===== src/rtl/apb_pkg.sv =====
// Shared types and constants for the APB splitter and its address decoder.
package apb_pkg;

    // Transfer sequencer states
    typedef enum logic [2:0] {
        ST_IDLE   = 3'd0,
        ST_SETUP  = 3'd1,
        ST_ACCESS = 3'd2,
        ST_RESP   = 3'd3,
        ST_ERR    = 3'd4
    } apb_state_e;

    localparam int PROT_W        = 3;
    localparam int STRB_LANE_W   = 8;    // one strobe bit covers one byte lane
    localparam int MAX_SLV       = 16;
    localparam int MAX_PACK_W    = 1024; // widest packed base/mask table supported

    function automatic int strb_w(input int dw);
        return dw / STRB_LANE_W;
    endfunction

    // Width of a slave index; a single slave still gets one bit
    function automatic int idx_w(input int n);
        return (n > 1) ? $clog2(n) : 1;
    endfunction

    // Default base table: slot i sits at i*0x1000
    function automatic logic [MAX_PACK_W-1:0] def_base(input int n, input int aw);
        logic [MAX_PACK_W-1:0] r;
        r = '0;
        for (int i = 0; i < n; i++) begin
            r = r | (MAX_PACK_W'(i * 4096) << (i * aw));
        end
        return r;
    endfunction

    // Default mask table: every slot decodes a 4 KiB window
    function automatic logic [MAX_PACK_W-1:0] def_mask(input int n, input int aw);
        logic [MAX_PACK_W-1:0] r;
        logic [MAX_PACK_W-1:0] m;
        r = '0;
        m = ((MAX_PACK_W'(1) << aw) - MAX_PACK_W'(1)) & ~MAX_PACK_W'(4095);
        for (int i = 0; i < n; i++) begin
            r = r | (m << (i * aw));
        end
        return r;
    endfunction

endpackage


===== src/rtl/apb_addr_decoder.sv =====
// Combinational base/mask address decoder; lowest-numbered matching slot wins.
module apb_addr_decoder
    import apb_pkg::*;
#(
    parameter int                      AW    = 32,
    parameter int                      N_SLV = 4,
    parameter logic [N_SLV*AW-1:0]     BASE  = '0,
    parameter logic [N_SLV*AW-1:0]     MASK  = '0,
    parameter int                      IW    = idx_w(N_SLV)
) (
    input  logic [AW-1:0] addr_i,
    output logic          hit_o,
    output logic [IW-1:0] idx_o
);

    // Scan from the top slot down so the lowest match is written last
    always_comb begin
        hit_o = 1'b0;
        idx_o = '0;
        for (int i = N_SLV - 1; i >= 0; i--) begin
            if ((addr_i & MASK[i*AW +: AW]) == (BASE[i*AW +: AW] & MASK[i*AW +: AW])) begin
                hit_o = 1'b1;
                idx_o = IW'(i);
            end
        end
    end

endmodule


===== src/rtl/apb_splitter.sv =====
// One-to-N APB splitter: decodes the upstream address, runs a single
// downstream transfer to the selected slave, and returns its response.
// Every output comes straight from a register.
module apb_splitter
    import apb_pkg::*;
#(
    parameter int                          AW_APB      = 32,
    parameter int                          DW_APB      = 32,
    parameter int                          N_SLV       = 4,
    parameter logic [N_SLV*AW_APB-1:0]     SLV_BASE    = (N_SLV*AW_APB)'(def_base(N_SLV, AW_APB)),
    parameter logic [N_SLV*AW_APB-1:0]     SLV_MASK    = (N_SLV*AW_APB)'(def_mask(N_SLV, AW_APB)),
    parameter int                          TIMEOUT_CYC = 16
) (
    input  logic                      clk,
    input  logic                      rst,
    // upstream request
    input  logic [AW_APB-1:0]         s_paddr,
    input  logic                      s_psel,
    input  logic                      s_penable,
    input  logic                      s_pwrite,
    input  logic [DW_APB-1:0]         s_pwdata,
    input  logic [PROT_W-1:0]         s_pprot,
    input  logic [DW_APB/8-1:0]       s_pstrb,
    // upstream response
    output logic                      s_pready,
    output logic [DW_APB-1:0]         s_prdata,
    output logic                      s_pslverr,
    // shared downstream request
    output logic [AW_APB-1:0]         m_paddr,
    output logic                      m_pwrite,
    output logic [DW_APB-1:0]         m_pwdata,
    output logic [PROT_W-1:0]         m_pprot,
    output logic [DW_APB/8-1:0]       m_pstrb,
    output logic                      m_penable,
    output logic [N_SLV-1:0]          m_psel,
    // per-slave response
    input  logic [N_SLV-1:0]          m_pready,
    input  logic [N_SLV-1:0]          m_pslverr,
    input  logic [N_SLV*DW_APB-1:0]   m_prdata
);

    localparam int IW = idx_w(N_SLV);
    localparam int CW = (TIMEOUT_CYC > 0) ? $clog2(TIMEOUT_CYC + 1) : 1;
    // Timeout fires on the last waited cycle, so ACCESS lasts at most TIMEOUT_CYC cycles
    localparam logic [CW-1:0] TO_LAST = (TIMEOUT_CYC > 0) ? CW'(TIMEOUT_CYC - 1) : '0;

    apb_state_e               state_q, state_d;
    logic [IW-1:0]            idx_q, idx_d;
    logic [CW-1:0]            cnt_q, cnt_d;

    logic                     s_pready_q, s_pready_d;
    logic [DW_APB-1:0]        s_prdata_q, s_prdata_d;
    logic                     s_pslverr_q, s_pslverr_d;
    logic [AW_APB-1:0]        m_paddr_q, m_paddr_d;
    logic                     m_pwrite_q, m_pwrite_d;
    logic [DW_APB-1:0]        m_pwdata_q, m_pwdata_d;
    logic [PROT_W-1:0]        m_pprot_q, m_pprot_d;
    logic [DW_APB/8-1:0]      m_pstrb_q, m_pstrb_d;
    logic                     m_penable_q, m_penable_d;
    logic [N_SLV-1:0]         m_psel_q, m_psel_d;

    logic                     dec_hit;
    logic [IW-1:0]            dec_idx;
    logic [N_SLV-1:0][DW_APB-1:0] rdata_arr;

    assign rdata_arr = m_prdata;

    apb_addr_decoder #(
        .AW    (AW_APB),
        .N_SLV (N_SLV),
        .BASE  (SLV_BASE),
        .MASK  (SLV_MASK),
        .IW    (IW)
    ) u_dec (
        .addr_i (s_paddr),
        .hit_o  (dec_hit),
        .idx_o  (dec_idx)
    );

    // Next state, and next values of every output register
    always_comb begin
        state_d     = state_q;
        idx_d       = idx_q;
        cnt_d       = cnt_q;
        m_paddr_d   = m_paddr_q;
        m_pwrite_d  = m_pwrite_q;
        m_pwdata_d  = m_pwdata_q;
        m_pprot_d   = m_pprot_q;
        m_pstrb_d   = m_pstrb_q;
        // response is a one-cycle pulse; data stays zero when not ready
        s_pready_d  = 1'b0;
        s_prdata_d  = '0;
        s_pslverr_d = 1'b0;

        unique case (state_q)
            ST_IDLE: begin
                if (s_psel && !s_penable) begin
                    m_paddr_d  = s_paddr;
                    m_pwrite_d = s_pwrite;
                    m_pwdata_d = s_pwdata;
                    m_pprot_d  = s_pprot;
                    m_pstrb_d  = s_pstrb;
                    idx_d      = dec_idx;
                    if (dec_hit) begin
                        state_d = ST_SETUP;
                    end else begin
                        state_d     = ST_ERR;
                        s_pready_d  = 1'b1;
                        s_pslverr_d = 1'b1;
                    end
                end
            end
            ST_SETUP: begin
                state_d = ST_ACCESS;
                cnt_d   = '0;
            end
            ST_ACCESS: begin
                if (m_pready[idx_q]) begin
                    state_d     = ST_RESP;
                    s_pready_d  = 1'b1;
                    s_pslverr_d = m_pslverr[idx_q];
                    s_prdata_d  = m_pwrite_q ? '0 : rdata_arr[idx_q];
                end else if (TIMEOUT_CYC != 0 && cnt_q == TO_LAST) begin
                    state_d     = ST_RESP;
                    s_pready_d  = 1'b1;
                    s_pslverr_d = 1'b1;
                end else if (TIMEOUT_CYC != 0) begin
                    cnt_d = cnt_q + CW'(1);
                end
            end
            ST_RESP, ST_ERR: begin
                state_d = ST_IDLE;
            end
            default: begin
                state_d = ST_IDLE;
            end
        endcase

        // select follows the state we are entering, so it is registered in step
        m_psel_d = '0;
        if (state_d == ST_SETUP || state_d == ST_ACCESS) begin
            m_psel_d[idx_d] = 1'b1;
        end
        m_penable_d = (state_d == ST_ACCESS);
    end

    // State and output registers, cleared asynchronously
    always_ff @(posedge clk or posedge rst) begin
        if (rst) begin
            state_q     <= ST_IDLE;
            idx_q       <= '0;
            cnt_q       <= '0;
            s_pready_q  <= 1'b0;
            s_prdata_q  <= '0;
            s_pslverr_q <= 1'b0;
            m_paddr_q   <= '0;
            m_pwrite_q  <= 1'b0;
            m_pwdata_q  <= '0;
            m_pprot_q   <= '0;
            m_pstrb_q   <= '0;
            m_penable_q <= 1'b0;
            m_psel_q    <= '0;
        end else begin
            state_q     <= state_d;
            idx_q       <= idx_d;
            cnt_q       <= cnt_d;
            s_pready_q  <= s_pready_d;
            s_prdata_q  <= s_prdata_d;
            s_pslverr_q <= s_pslverr_d;
            m_paddr_q   <= m_paddr_d;
            m_pwrite_q  <= m_pwrite_d;
            m_pwdata_q  <= m_pwdata_d;
            m_pprot_q   <= m_pprot_d;
            m_pstrb_q   <= m_pstrb_d;
            m_penable_q <= m_penable_d;
            m_psel_q    <= m_psel_d;
        end
    end

    assign s_pready  = s_pready_q;
    assign s_prdata  = s_prdata_q;
    assign s_pslverr = s_pslverr_q;
    assign m_paddr   = m_paddr_q;
    assign m_pwrite  = m_pwrite_q;
    assign m_pwdata  = m_pwdata_q;
    assign m_pprot   = m_pprot_q;
    assign m_pstrb   = m_pstrb_q;
    assign m_penable = m_penable_q;
    assign m_psel    = m_psel_q;

endmodule


===== config.mk =====
export PLATFORM = sky130hd
export DESIGN_NAME = apb_splitter
export DESIGN_NICKNAME = d
export VERILOG_FILES = /design/src/rtl/apb_pkg.sv /design/src/rtl/apb_addr_decoder.sv /design/src/rtl/apb_splitter.sv
export SDC_FILE = /design/constraint.sdc
export NUM_CORES = 1
export LEC_CHECK = 0
export CORE_AREA = 4 4 111 155
export CTS_BUF_LIST = sky130_fd_sc_hd__clkbuf_4
export DETAILED_ROUTE_END_ITERATION = 16
export DIE_AREA = 0 0 115 159
export GPL_TIMING_DRIVEN = 0
export PLACE_DENSITY_LB_ADDON = 0.12
export SYNTH_ARGS = -nofsm -noshare
export SYNTH_HDL_FRONTEND = slang
export SYNTH_SLANG_ARGS = --single-unit

===== constraint.sdc =====
create_clock -name clk -period 10.4 [get_ports clk]
set_input_delay 2.08 -clock clk [delete_from_list [all_inputs] [get_ports clk]]
set_output_delay 2.08 -clock clk [all_outputs]
set_load 0.005 [all_outputs]

==> flow_metrics.py, run 1 <==
metrics = {
    "cts": {
        "cts-root-buf": "clkbuf_4",
        "ctsHoldBuffers": 0,
        "clock_sinks": 121,
        "clk_latency_ps": 510,
        "path_clk_slew_ps": 100,
        "cts_tree": "built",
        "cts_max_level": 4,
        "cts.path.max_buffers": 2,
        "post_cts_resize_count": 0,
        "cts_made_buffers": 17,
        "post_cts_buffers": 0,
    },
    "pwr": {
        "comb_power_share": 0.402,
        "power.density_nw_per_um2": 196,
        "leakage_uw": 0.00408,
        "p_int_uw": 1240,
        "p_sw_frac": 0.319,
        "ir_drop_mv": 0.132,
        "p_seq_frac": 0.396,
        "switchingPower_uw": 580,
        "power_frac_clock": 0.202,
    },
    "synthesis": {
        "ys_types": 43,
        "synthTopCellsByArea": "dfrtp_1, nand2_1, mux4_2",
        "synth_area_per_cell_um2": 10.5,
        "yosys.area.top_type_share": 0.555,
        "yosysSeqAreaShare": 0.555,
        "synth_largest_area_cell": "dfrtp_1",
        "yosys_warnings": 0,
        "syn_nets": 731,
        "syn-cell-area_um2": 5450,
        "yosys_register_bits": 121,
        "synth_cells": 517,
    },
    "setup_path": {
        "r2r-start": "cnt_q[1]",
        "critPathMaxFanout": 4,
        "worst_ep_arrival_time_ps": 4000,
        "crit_required_ps": 10750,
        "path_depth": 5,
        "reg2reg_depth": 7,
        "crit_chain": "clkdlybuf4s50_1 -> nor4_1 -> nand4_1 -> o21ai_0 -> o21ai_0",
        "path_delay_family": "simple AND/OR/NAND/NOR gates",
        "slowest_delay_ps": 680,
        "path_class": "in -> reg",
        "crit_slowest_cell": "nor4_1",
        "end_kind": "register",
        "path_buf_inv": 1,
        "cpMostUsedCell": "o21ai_0",
        "worstSetupStartpoint": "s_paddr[18]",
        "worstSetupStartpointType": "input port",
    },
    "place": {
        "dpl.hpwl_um": 15900,
        "dp.cells": 1036,
        "portBuffers": 322,
        "routabilityCongestion": 0.818,
    },
    "route": {
        "ant_nets": 0,
        "first_pass_iters": 4,
        "drt_iter0_markers": 191,
        "postRouteWirelength_um": 19800,
        "viasPerCell": 4.84,
        "vias": 5177,
        "wl_per_cell_um": 18.5,
        "route.detailed.drc": 0,
    },
    "timing": {
        "hold_viol": 0,
        "setup_violations": 0,
        "post-route-period-util": 0.351,
        "maxSlewViolCount": 0,
        "tightest_slew_ps": 743,
        "fin_skew_ps": 29.7,
        "slew_headroom": 0.500,
        "fin_tns_setup_ps": 0,
        "fin_crit_ps": 3650,
        "timing.fmax_mhz": 274,
        "grt_setup_unrepaired": "no",
    },
    "layout": {
        "nets": 1073,
        "n_fill_cell": 1356,
        "final_common_cell": "clkdlybuf4s50_1",
        "area_delta_synth_final_pct": 70.1,
        "final_cells": 1070,
        "layout_common_cells": "clkdlybuf4s50_1, nand2_1, dfrtp_1, nor2b_1, mux4_2",
        "drive_gt1_frac": 0.101,
    },
    "hold_path": {
        "hold_depth": 2,
        "hold_path.class": "reg -> reg",
        "hold_start": "m_pwdata[5]",
    },
    "die": {
        "pin_count": 323,
        "die_h_um": 159,
        "core_um2": 15700,
        "die_area_um2": 18300,
        "initial_utilization": 0.348,
        "row_count": 54,
        "dieWidth_um": 115,
    },
    "grt": {
        "grt_util_all_layers": 0.213,
        "grt_pass1_wl_um": 30000,
        "grt_overflow": 0,
        "grt_max_degree": 69,
        "grt_pass1_vias": 5650,
        "antenna_found_initial": 3,
    },
    "outcome": {
        "status": "completed",
    },
    "job": {
        "cap_viol_max_count": 0,
    },
}
## registers in the layout, indices dropped and copies added (netlist names), 3 cells and up
name and flops:
m_paddr 32, m_pwdata 32, s_prdata 32, cnt_q 5, m_psel 4, m_pstrb 4, m_pprot 3, state_q 3
## cell families after synthesis
| kind of cell | Yosys count | synth area share |
|---|---|---|
| buffers and inverters | 40 | 0.0321 |
| AOI/OAI and AO/OA | 22 | 0.0289 |
| adders and majority gates | 2 | 0.00459 |
| xor gates and xnor gates | 1 | 0.00161 |
| muxes | 36 | 0.142 |
| and+or+nand+nor | 295 | 0.235 |
| DFF | 121 | 0.555 |
## layout make-up
cell class / count / area (um2) / area share
diodes: 2 / 5.00 / 0.000540
plain buffers: 29 / 134 / 0.0144
clock buffers: 17 / 128 / 0.0138
clock inverters: 15 / 190 / 0.0205
inverters: 11 / 46.3 / 0.00499
multi-input cells: 356 / 2250 / 0.243
flip-flops and latches: 121 / 3030 / 0.326
well taps: 196 / 245 / 0.0264
repair buffers: 323 / 3250 / 0.350
## per-stage QoR
step / hold WS (ps) / utilization / total power (uW) / area [um2] / setup WS [ps]
finish: 484 / 0.592 / 1820 / 9280 / 6750
global route: 518 / 0.592 / 1950 / 9280 / 6560
CTS: 488 / 0.591 / 1850 / 9270 / 6790
detailed placement: 462 / 0.571 / 1470 / 8950 / 6240
global placement: 458 / 0.569 / 1440 / 8920 / 3470
floorplan: 466 / - / 969 / 5450 / 5110
## power groups by stage
stage / Clock, uW / Combinational [uW] / Sequential [uW]
after CTS: 383 / 745 / 722
final: 368 / 731 / 720
after floorplan: 0 / 232 / 737
after global placement: 0 / 722 / 723
after detailed placement: 0 / 740 / 729
after global routing: 407 / 799 / 743
## layer usage
| layer | part of all wire | wire, um | vias to the layer above | track usage |
|---|---|---|---|---|
| met1 | 0.34 | 6680 | 2466 | 0.222 |
| met3 | 0.11 | 2090 | 32 | 0.0745 |
| met2 | 0.53 | 10400 | 261 | 0.388 |
| li1 | - | - | 2416 | - |
| met5 | 0.00066 | 13 | - | 0 |
| met4 | 0.029 | 583 | 2 | 0.0769 |
## path summary, 6_finish.rpt
kind | endpoint | slack, ps
min in group asynchronous | m_pwdata[20] | 1960
max in group asynchronous | idx_q[1] | 7700
hold reg to reg | m_pwdata[5] | 480
setup reg to reg | m_psel[3] | 8220
hold / removal | m_pwdata[5] | 480
setup / recovery | s_pslverr | 6750
## synthesized netlist by cell type
| cell type | count |
|---|---|
| nand3_1 | 5 |
| nand3b_1 | 1 |
| xnor2_1 | 1 |
| nor4bb_1 | 1 |
| nor4b_1 | 2 |
| mux4_2 | 33 |
| nand4_1 | 4 |
| nor2b_1 | 33 |
| nand2_1 | 222 |
| a221o_1 | 1 |
| or3_4 | 1 |
| a21o_1 | 1 |
| nor3b_2 | 1 |
| nor2_1 | 10 |
| or3_1 | 1 |
| buf_2 | 17 |
| o311ai_0 | 2 |
| a31o_2 | 1 |
| nor4_1 | 5 |
| o21ai_1 | 1 |
| or4_1 | 3 |
| o22ai_1 | 1 |
| nand2b_1 | 1 |
| o21ai_0 | 6 |
| a2111o_1 | 1 |
| mux2i_1 | 2 |
| nor3b_1 | 1 |
| ha_1 | 2 |
| a222oi_1 | 1 |
| nor3_1 | 1 |
| dfrtp_1 | 121 |
| inv_1 | 11 |
| buf_4 | 1 |
| and3_1 | 2 |
| mux2_2 | 1 |
| o41ai_1 | 1 |
| o22a_1 | 1 |
| a211o_1 | 1 |
| clkbuf_1 | 10 |
| buf_1 | 1 |
| a21oi_1 | 3 |
| and2_1 | 1 |
| a32o_1 | 1 |
## worst reg2reg max path: cells and delay by family, from the launching register on
kind,cells,cell delay (ps)
flip-flops,1,410
adder cells (fa/ha/maj),2,440
AO/OA/AOI/OAI,2,810
AND/OR/NAND/NOR,3,430
(Power assumes the default switching activity.)
==> run 2: changes to the inputs <==
clock period = 3.3 ns   (was 10.4 ns; I/O delays follow)
==> run 2 against run 1 <==
- register-to-register slack lost 7100 ps
- sequential power grew to 3.2 times the previous value
- power grew to 3.2 times the previous value
- count of clock-buffer cells in the layout grew 2
- combinational power grew to 3.1 times the previous value
- core utilization grew 0.33 points
- global-route usage grew 0.12 points
- flip-flop and latch count is the same
- final cell count grew 0.19%
- worst hold slack is essentially flat
- largest power group unchanged
- highest routed layer is now met4
==> flow_metrics.py, run 2 (synthesis gave the netlist of run 1 again) <==
metrics = {
    "route": {
        "route.detailed.drc": 0,
        "wl_per_cell_um": 18.5,
        "viasPerCell": 4.86,
        "first_pass_iters": 4,
        "drt_iter0_markers": 167,
        "ant_nets": 0,
        "vias": 5207,
        "postRouteWirelength_um": 19800,
    },
    "grt": {
        "grt_overflow": 0,
        "grt_util_all_layers": 0.214,
        "grt_pass1_wl_um": 30200,
        "grt_pass1_vias": 5546,
        "grt_max_degree": 41,
        "antenna_found_initial": 2,
    },
    "timing": {
        "fin_skew_ps": 19.4,
        "setup_violations": 0,
        "post-route-period-util": 0.670,
        "grt_setup_unrepaired": "no",
        "fin_crit_ps": 2210,
        "timing.fmax_mhz": 452,
        "tightest_slew_ps": 835,
        "fin_tns_setup_ps": 0,
        "fin_ws_ps": 1090,
        "slew_headroom": 0.443,
        "maxSlewViolCount": 0,
        "hold_viol": 0,
    },
    "layout": {
        "drive_gt1_frac": 0.104,
        "area_delta_synth_final_pct": 71.1,
        "final_core_util": 0.595,
        "layout_common_cells": "clkdlybuf4s50_1, nand2_1, dfrtp_1, nor2b_1, mux4_2",
        "final_cells": 1072,
        "n_fill_cell": 1364,
        "nets": 1075,
        "final_common_cell": "clkdlybuf4s50_1",
    },
    "setup_path": {
        "crit_required_ps": 3710,
        "worstSetupStartpointType": "register",
        "worst_ep_arrival_time_ps": 2620,
        "critPathMaxFanout": 5,
        "end_kind": "register",
        "path_class": "reg -> reg",
    },
    "die": {
        "die_area_um2": 18300,
        "die_h_um": 159,
        "initial_utilization": 0.348,
        "row_count": 54,
        "pin_count": 323,
        "dieWidth_um": 115,
        "core_um2": 15700,
    },
    "place": {
        "place_ws_ps": 659,
        "dp.cells": 1038,
        "routabilityCongestion": 0.801,
        "dpl.hpwl_um": 16200,
        "portBuffers": 322,
    },
    "cts": {
        "cts_max_level": 4,
        "post_cts_resize_count": 0,
        "cts_made_buffers": 17,
        "clk_latency_ps": 500,
        "cts-root-buf": "clkbuf_4",
        "cts_tree": "built",
        "ctsHoldBuffers": 0,
        "path_clk_slew_ps": 120,
        "clock_sinks": 121,
        "cts.path.max_buffers": 2,
        "post_cts_buffers": 0,
    },
    "hold_path": {
        "hold_path.class": "reg -> reg",
    },
    "pwr": {
        "power.density_nw_per_um2": 620,
        "ir_drop_mv": 0.394,
        "total_power_uw": 5790,
        "leakage_uw": 0.00409,
    },
    "job": {
        "cap_viol_max_count": 0,
    },
    "outcome": {
        "status": "completed",
    },
}
==> run 2: changes by cell type in the layout (fill, tap and decap cells not counted), moves of 2 or more <==
| cell | before | now |
|---|---|---|
| inv_6 | 6 | 2 |
| buf_12 | 0 | 3 |
| clkbuf_4 | 17 | 19 |
| clkinvlp_4 | 2 | 4 |
==> run 2: layout make-up <==
| type | instances | area [um2] | share of cell area |
|---|---|---|---|
| Timing Repair Buffer | 325 | 3280 | 0.352 |
| Sequential cell | 121 | 3030 | 0.325 |
| Multi-Input combinational cell | 356 | 2250 | 0.241 |
| Tap cell | 196 | 245 | 0.0263 |
| Clock inverter | 13 | 195 | 0.0209 |
| Clock buffer | 19 | 143 | 0.0153 |
| Buffer | 29 | 134 | 0.0144 |
| Inverter | 11 | 45.0 | 0.00483 |
| Antenna cell | 2 | 5.00 | 0.000537 |
==> run 2: worst paths after layout <==
| check | from | slack [ps] | endpoint | cells past startpoint |
|---|---|---|---|---|
| setup / recovery | cnt_q[1] | 1090 | m_psel[3] | 7 |
| hold / removal | m_paddr[29] | 480 | m_paddr[29] | 2 |
| max in group asynchronous | rst | 2000 | cnt_q[2] | 4 |
| setup reg to reg | cnt_q[1] | 1090 | m_psel[3] | 7 |
| min in group asynchronous | rst | 520 | m_pwdata[3] | 2 |
| hold reg to reg | m_paddr[29] | 480 | m_paddr[29] | 2 |
==> run 2: through the flow <==
step	cell area, um2	hold slack [ps]
floorplan	5460	466
global placement	8920	457
detailed placement	8980	462
CTS	9320	474
global route	9330	497
finish	9330	484
==> run 2: worst max-delay path, cell delays in order (launching register included) <==
cell	delay (ps)
dfrtp_1	410
ha_1	210
and3_1	160
ha_1	220
nor4b_1	90
a222oi_1	550
nor2_1	200
a31o_2	280
==> run 2: power by group <==
group | leakage (uW) | switching [uW] | total (uW) | internal [uW]
clock network | 0.000170 | 594 | 1220 | 627
logic | 0.00236 | 925 | 2290 | 1370
registers | 0.00157 | 273 | 2270 | 2000
==> run 2: metal layers <==
layer / vias to the layer above / share of wire / GRT usage
met1: 2501 / 0.35 / 0.229
met5: - / 0 / 0
met4: 0 / 0.026 / 0.0806
li1: 2420 / - / -
met3: 34 / 0.11 / 0.0814
met2: 252 / 0.52 / 0.378
==> variant, RTL diff (settings of run 2) <==
The output `s_pslverr` loses its register stage (`s_pslverr_q` becomes a continuous assignment).
--- a/src/rtl/apb_splitter.sv
+++ b/src/rtl/apb_splitter.sv
@@ -152,7 +152,6 @@
             cnt_q       <= '0;
             s_pready_q  <= 1'b0;
             s_prdata_q  <= '0;
-            s_pslverr_q <= 1'b0;
             m_paddr_q   <= '0;
             m_pwrite_q  <= 1'b0;
             m_pwdata_q  <= '0;
@@ -166,7 +165,6 @@
             cnt_q       <= cnt_d;
             s_pready_q  <= s_pready_d;
             s_prdata_q  <= s_prdata_d;
-            s_pslverr_q <= s_pslverr_d;
             m_paddr_q   <= m_paddr_d;
             m_pwrite_q  <= m_pwrite_d;
             m_pwdata_q  <= m_pwdata_d;
@@ -176,6 +174,8 @@
             m_psel_q    <= m_psel_d;
         end
     end
+
+    assign s_pslverr_q = s_pslverr_d;
 
     assign s_pready  = s_pready_q;
     assign s_prdata  = s_prdata_q;
Check against the original RTL: not equivalent (Yosys sat finds a counterexample within 4 cycles, from zero or initial values and one cycle with rst high).
==> variant against run 2 <==
Final area is 0.24% lower; sequential share of layout area shrank 0.19 points; wire length grew 1.6%; core utilization decreased by 0.14 points; sequential cell count is 1 lower; worst setup slack worse by 0.93 ns; clock skew rose by 0.0033 ns; power fell by 1.6%; area after synthesis fell by 0.46%; highest routed layer unchanged.
==> variant: results (changes against run 2) <==
Power and ir drop
  – Peak VDD IR: 0.3486 mV (-12%)
  – Register share of total power: 0.396 (+0.003)
  – Sw Share: 0.3173 (+0.007608)
  – Lkg Pwr: 0.004067 uW (-0.65%)
  – Clk pwr share: 0.200 (-0.011)

GRT
  – First-pass GRT wire length: 30,590 um (+1.3%)
  – Met1 global-route usage: 0.2334 (+0.004407)
  – Initial antenna violation count: 3 (+1)
  – Met2 Track Usage GR: 0.3833 (+0.005796)
  – Largest net degree at the start of global routing: 43 (+4.9%)
  – Vias in the first global route: 5,715 (+3.0%)
  – GR Util All Layers: 0.2178 (+0.003371)
  – Met3 usage: 0.07567 (-0.005703)

Clock network
  – Clock-pin slew on the worst setup and hold paths: 0.11 ns
  – CTS H-tree depth: 4 (unchanged)
  – Clk Latency, worst-skew pair: 0.51 ns
  – Root buffer cell: clkbuf_4
  – CTS max path bufs: 2 (unchanged)

Layout
  – # fillers: 1,362 (-0.15%)
  – Share of layout cells above drive strength 1: 0.1088 (+0.004701)

Synth
  – Avg Cell Area, Syn: 10.52 um2 (-0.27%)
  – Post-Syn Nets: 730 (-0.14%)
  – Yosys cell types: 43 (unchanged)
  – Commonest cells in the netlist: nand2_1 (222), dfrtp_1 (120), mux4_2 (33), nor2b_1 (33), buf_2 (17)
  – Sequential area share after synthesis: 0.5533 (-0.002050)
  – Synth async-reset ratio: 1.000 (unchanged)
  – Yosys warns: 0 (unchanged)
  – Main synth FF type: dfrtp_1
  – Area contributors post-synth: dfrtp_1 (55%), nand2_1 (15%), mux4_2 (14%)

Placement
  – Placed cells: 1,036 (-0.19%)
  – # port buffers: 322 (unchanged)
  – Placer Congestion: 0.8058 (+0.66%)
  – DPL Wire Length: 16,230 um (about the same)

Routing
  – Uppermost routed layer: met4
  – DRT iter0 DRCs: 217 (+30%)
  – Met1 WL: 7146 um (+2.9%)
  – Via density: 4.855 (about the same)
  – Met3 routed WL: 1857 um (-12%)
  – Metal2 WL: 10,470 um (+2.6%)
  – WL/cell: 18.75 um (+1.6%)
  – First-pass DRT Iterations: 7 (+3)

Worst setup path
  – R2R depth: 7 (unchanged)
  – R2R Setup Slk: 1.13 ns (+0.04 ns)
  – Max FO, Critical Path: 4 (-1)
  – Reg2reg end: m_psel[3]$_DFF_PP0_
  – Arrival @ worst endpoint: 2.48 ns (-0.14 ns)
  – Worst r2r src: cnt_q[1]$_DFFE_PP0P_

Status
  – Status: completed

Hold path
  – Hold path startpoint: m_paddr[14]$_DFFE_PP0P_
  – WHS Endpoint: m_paddr[14]$_DFFE_PP0P_

Timing
  – Clock skew: 0.02263 ns (+0.003254 ns)
  – Slew @ Worst Pin: 0.8492 ns (+0.01397 ns)
variant: worst max path at each step:
stage                      to  cells past startpoint        start
finish              s_pslverr                      6  s_paddr[18]
global route        s_pslverr                      6  s_paddr[18]
CTS                 s_pslverr                      6  s_paddr[22]
detailed placement  s_pslverr                      6  s_paddr[18]
global placement    s_pslverr                      6  s_paddr[21]
floorplan           s_pslverr                      4  s_paddr[18]
variant: critical path, cell delays in order:
cell and delay, ns:
clkdlybuf4s50_1 0.47, nor4_4 0.41, nand4_1 0.21, o21ai_1 0.29, o21ai_0 0.14, dlygate4sd2_1 0.30
variant: cell families after synthesis:
group,share of synthesized area
simple gates,0.2365
buf+inv,0.03227
fa+ha+maj,0.004610
xor+xnor,0.001614
flops,0.5533
compound gates,0.02905
mux,0.1427
variant: metrics by stage:
| step | hold WS (ns) | utilization | setup slack, ns | total power [uW] | area, um2 |
|---|---|---|---|---|---|
| after floorplan | 0.4656 | - | 0.9637 | 3035 | 5431 |
| after global placement | 0.4593 | 0.5678 | -0.4640 | 4537 | 8900 |
| after detailed placement | 0.4612 | 0.5703 | -0.5015 | 4616 | 8940 |
| after CTS | 0.4897 | 0.5932 | 0.1500 | 5781 | 9298 |
| after global routing | 0.5094 | 0.5936 | 0.01769 | 6100 | 9305 |
| final | 0.4836 | 0.5936 | 0.1592 | 5696 | 9305 |
variant: layout make-up:
class	instances	area share
Timing Repair Buffer	325	0.3514
Sequential cell	120	0.3227
Multi-Input combinational cell	356	0.2462
Tap cell	196	0.02635
Clock inverter	14	0.01856
Buffer	29	0.01466
Clock buffer	18	0.01452
Inverter	11	0.004841
Antenna cell	3	0.0008068
variant: timing repair:
action / CTS / global route
setup endpoints to repair: 1 / 0
hold endpoints to repair: 0 / 0
setup buffers: 1 / 0
hold buffers: 0 / 0
gates resized for setup: 10 / 0
